`src/rtl/display_scan_controller.sv`:
```
// Two-digit scan controller: latches a 0..15 value once per frame, splits it into
// tens/units and time-multiplexes one shared segment decoder with blanking gaps.
module display_scan_controller #(
    parameter int unsigned DWELL_CYCLES = 27000,
    parameter int unsigned BLANK_CYCLES = 16,
    parameter int unsigned LZ_BLANK     = 1
) (
    input  logic       clk,
    input  logic       rst,
    input  logic [3:0] binary_code,
    output logic [3:0] digit,
    output logic       blank,
    output logic [1:0] an,
    output logic       frame_start
);

    localparam int unsigned CNT_MAX = (DWELL_CYCLES > BLANK_CYCLES) ? DWELL_CYCLES : BLANK_CYCLES;
    localparam int unsigned CNT_W   = $clog2(CNT_MAX + 1);

    typedef enum logic [1:0] {
        BLANK_TO_UNITS,
        SHOW_UNITS,
        BLANK_TO_TENS,
        SHOW_TENS
    } state_t;

    state_t           state, state_n;
    logic [CNT_W-1:0] cnt, cnt_n, last_cnt;
    logic [3:0]       value_q, value_n;
    logic             tens_n;
    logic [3:0]       units_n;
    logic [3:0]       digit_n;
    logic             blank_n;
    logic [1:0]       an_n;
    logic             frame_start_n;

    // Next state, counter and latched value; outputs are decoded from the next
    // registered values so they line up with the state they describe.
    always_comb begin
        state_n  = state;
        cnt_n    = cnt + CNT_W'(1);
        value_n  = value_q;
        last_cnt = CNT_W'(DWELL_CYCLES - 1);
        if (state == BLANK_TO_UNITS || state == BLANK_TO_TENS) begin
            last_cnt = CNT_W'(BLANK_CYCLES - 1);
        end

        if (cnt == last_cnt) begin
            cnt_n = '0;
            unique case (state)
                BLANK_TO_UNITS: begin
                    state_n = SHOW_UNITS;
                    value_n = binary_code;
                end
                SHOW_UNITS:     state_n = BLANK_TO_TENS;
                BLANK_TO_TENS:  state_n = SHOW_TENS;
                SHOW_TENS:      state_n = BLANK_TO_UNITS;
            endcase
        end

        tens_n  = (value_n >= 4'd10);
        units_n = tens_n ? (value_n - 4'd10) : value_n;

        an_n          = 2'b11;
        blank_n       = 1'b1;
        digit_n       = 4'd0;
        frame_start_n = 1'b0;
        case (state_n)
            SHOW_UNITS: begin
                an_n          = 2'b10;
                blank_n       = 1'b0;
                digit_n       = units_n;
                frame_start_n = (cnt_n == '0);
            end
            SHOW_TENS: begin
                // Leading-zero tens slot still consumes its time, just dark.
                if (tens_n || LZ_BLANK == 0) begin
                    an_n    = 2'b01;
                    blank_n = 1'b0;
                    digit_n = {3'b000, tens_n};
                end
            end
            default: ;
        endcase
    end

    // State and registered outputs.
    always_ff @(posedge clk or posedge rst) begin
        if (rst) begin
            state       <= BLANK_TO_UNITS;
            cnt         <= '0;
            value_q     <= 4'd0;
            an          <= 2'b11;
            blank       <= 1'b1;
            digit       <= 4'd0;
            frame_start <= 1'b0;
        end else begin
            state       <= state_n;
            cnt         <= cnt_n;
            value_q     <= value_n;
            an          <= an_n;
            blank       <= blank_n;
            digit       <= digit_n;
            frame_start <= frame_start_n;
        end
    end

endmodule

```
`config.mk`:
```
export PLATFORM = sky130hd
export DESIGN_NAME = display_scan_controller
export DESIGN_NICKNAME = d
export VERILOG_FILES = /design/src/rtl/display_scan_controller.sv
export SDC_FILE = /design/constraint.sdc
export NUM_CORES = 1
export LEC_CHECK = 0
export CORE_ASPECT_RATIO = 1.5
export CORE_MARGIN = 3
export CORE_UTILIZATION = 56
export DETAILED_ROUTE_END_ITERATION = 6
export PLACE_DENSITY = 0.86
export SLEW_MARGIN = 40
export SYNTH_ARGS = -nofsm -noshare
export SYNTH_HDL_FRONTEND = slang
export SYNTH_SLANG_ARGS = --single-unit
```
`constraint.sdc`:
```
create_clock -name clk -period 3.2 [get_ports clk]
set_clock_uncertainty 0.2 [all_clocks]
set_input_delay 0.64 -clock clk [delete_from_list [all_inputs] [get_ports clk]]
set_output_delay 0.64 -clock clk [all_outputs]
set_load 0.03 [all_outputs]
```
==> results.toml <==
[synth]
ys_seq_elements = 29
yosys-top-cells-count = "26 x dfrtp_1, 11 x nor2_1, 9 x inv_1"
syn_avg_cell_area_um2 = 10.8
synth_largest_area_cell = "dfrtp_1"
synth_cell_types = 46
synth_edf_count = 0
ys_dominant_reg_cell = "dfrtp_1"
synth_area_um2 = 1510
syn_inst = 140
synth.most_common_cell = "dfrtp_1"
synth_warnings = 0
synth_top_area_share_pct = 43.0
synthTopCellsByArea = "dfrtp_1 43%, dfstp_2 5.2%, xnor2_1 4.6%"
yosysSeqAreaShare_pct = 48.3
synth_nets = 151
synthArstFlopShare_pct = 100

[route]
vias_per_cell = 5.70
drt_iter0_markers = 55
drt-total-wl_um = 2910
drcViolationCount = 0
avgRoutedWirePerCell_um = 15.0
firstDrtPassIters = 4
postRouteAntennaNets = 0
vias = 1105

[timing]
finalSetupViolations = 0
finalCriticalPeriod_ps = 2730
maxSlewHeadroom_pct = 70.9
report.final.slew_viol_count = 0
fin_crit_sh_pct = 85.3
tightest_slew_ps = 437
fmax_ghz = 0.367
post-route-worst-setup-slack_ps = 472
rsz0062_at_grt = "false"
fin_setup_tns_ps = 0
finalHoldViolations = 0

[clock_network]
numCtsBuffers = 5
cts_setup_buffers = 0
htree_levels = 2
postCtsHoldBufs = 0
root_buffer = "clkbuf_4"
clock_path_buffers = 2
cts_tree = "yes"
clk_latency_ps = 330
cts.clk_slew.worst_paths_ps = 90
cts_resized = 0
clock_sinks = 29

[cells_and_area]
areaGrowthSynthToFinish_pct = 16.1
final_nets = 168
layout-drive-gt1-share_pct = 15.2
diodes = 0
finalNonFillerCells = 194

[grt]
gr-usage-all-layers_pct = 19.5
grt_use_met1_pct = 19.6
globalRouteMet2Util_pct = 35.0
use_met3_pct = 6.67
busiest_layer = "met2"
grt_pass1_wl_um = 5100
grt_max_degree = 30
gr-total-overflow = 0
antenna_found_initial = 0
first_global_vias = 1165

[die]
die_w_um = 48.4
die-area_um2 = 3370
die_h_um = 69.6
ios = 14
num_rows = 22
fp.coreArea_um2 = 2500
start_util_pct = 60.3

[place]
dpl_worst_slack_ps = 564
place_congestion = 0.908
dp_hpwl_um = 2170
numPortBuffers = 13
placed_cells = 186

[worst_setup_path]
crit_chain = "ha_1 > and3_1 > nand3_1 > xnor2_1 > a2111oi_0 > o2111ai_1 > a2111oi_2"
crit_required_ps = 3210
critPathKind = "reg -> reg"
critPathMaxStageDelay_ps = 420
endpoint_kind = "flip-flop"
critPathArrivalTime_ps = 2740
cpLargestDelayFamily = "compound AO/OA/AOI/OAI gates"
crit_fanout = 9
crit_buf_inv = 0
critPathSlowestCell = "dfrtp_1"
worstSetupStartpointType = "flip-flop"

[min_path]
hold_path.class = "reg -> reg"

[flow_run]
maxCapViolations = 0

[power]
leakagePower_nw = 0.771
p_per_area_nw_per_um2 = 417
max-vdd-ir-drop_v = 0.000302

[outcome]
status = "finished, final reports clean"
## through the flow
step                cell area (um2)  util (%)  power, W  hold WS (ps)
detailed placement             1670      66.6  0.000430           311
finish                         1750      70.0  0.000732           334
global route                   1750      70.0  0.000761           346
floorplan                      1510         -  0.000408           264
global placement               1670      66.6  0.000428           280
CTS                            1750      70.0  0.000742           329
## sequential cells by signal, summed over array words and instances, names as in the netlist
register     flops
state            2
cnt             15
an               2
digit            4
frame_start      1
value_q          4
blank            1
## cell type report
| type | instances | area [um2] |
|---|---|---|
| Multi-Input combinational cell | 96 | 712 |
| Inverter | 10 | 37.5 |
| Fill cell | 172 | 751 |
| Clock inverter | 1 | 30.0 |
| Tap cell | 36 | 45.0 |
| Timing Repair Buffer | 15 | 145 |
| Sequential cell | 29 | 729 |
| Clock buffer | 7 | 55.1 |
## report_power, final
part	switching [W]	internal, W
Sequential	0.00000368	0.000372
Combinational	0.0000259	0.0000201
Clock	0.000123	0.000186
## logic make-up (layout without fill, tap and decap cells)
kind of cell | Yosys count | count (layout) | synth area share [%]
muxes | 8 | 8 | 6.46
AOI/OAI and AO/OA | 19 | 19 | 10.3
adders and majority gates | 5 | 5 | 4.14
xor gates and xnor gates | 14 | 14 | 8.11
buffers and inverters | 15 | 33 | 4.64
DFF | 29 | 29 | 48.3
and+or+nand+nor | 50 | 50 | 18.0
## per-layer routing
layer,vias up,wire length (um)
met1,531,1080
li1,531,-
met2,31,1590
met3,12,129
met4,0,101
met5,-,0
## worst reg2reg max path: cells and delay by family, from the launching register on
kind / cells / cell delay, ps
compound gates: 3 / 1030
simple gates: 2 / 560
flops: 1 / 420
fa+ha+maj: 1 / 240
xor+xnor: 1 / 160
## cells in the final DEF, fill, tap and decap left out, drive strengths merged, types with 2 or more instances in the layout
cell / count
dfrtp: 26
clkdlybuf4s50: 13
nor2: 11
inv: 10
xnor2: 8
nand2: 7
mux2i: 7
clkbuf: 7
nand3: 6
xor2: 6
and3: 6
ha: 5
nand4: 4
nor3: 4
o21ai: 4
dfstp: 3
a211oi: 3
nor4: 2
a21oi: 2
and4: 2
or2: 2
buf: 2
a2111oi: 2
## worst paths after layout
| check | startpoint | endpoint | slack (ps) | depth (start not counted) |
|---|---|---|---|---|
| worst max-delay path | cnt[0] | frame_start | 470 | 7 |
| worst min-delay path | cnt[0] | cnt[0] | 330 | 1 |
| worst max register to register | cnt[0] | frame_start | 470 | 7 |
| worst min register to register | cnt[0] | cnt[0] | 330 | 1 |
| max in group asynchronous | rst | blank | 2010 | 3 |
| min in group asynchronous | rst | digit[2] | 480 | 3 |
No activity file was read; power rests on OpenSTA's default activity.
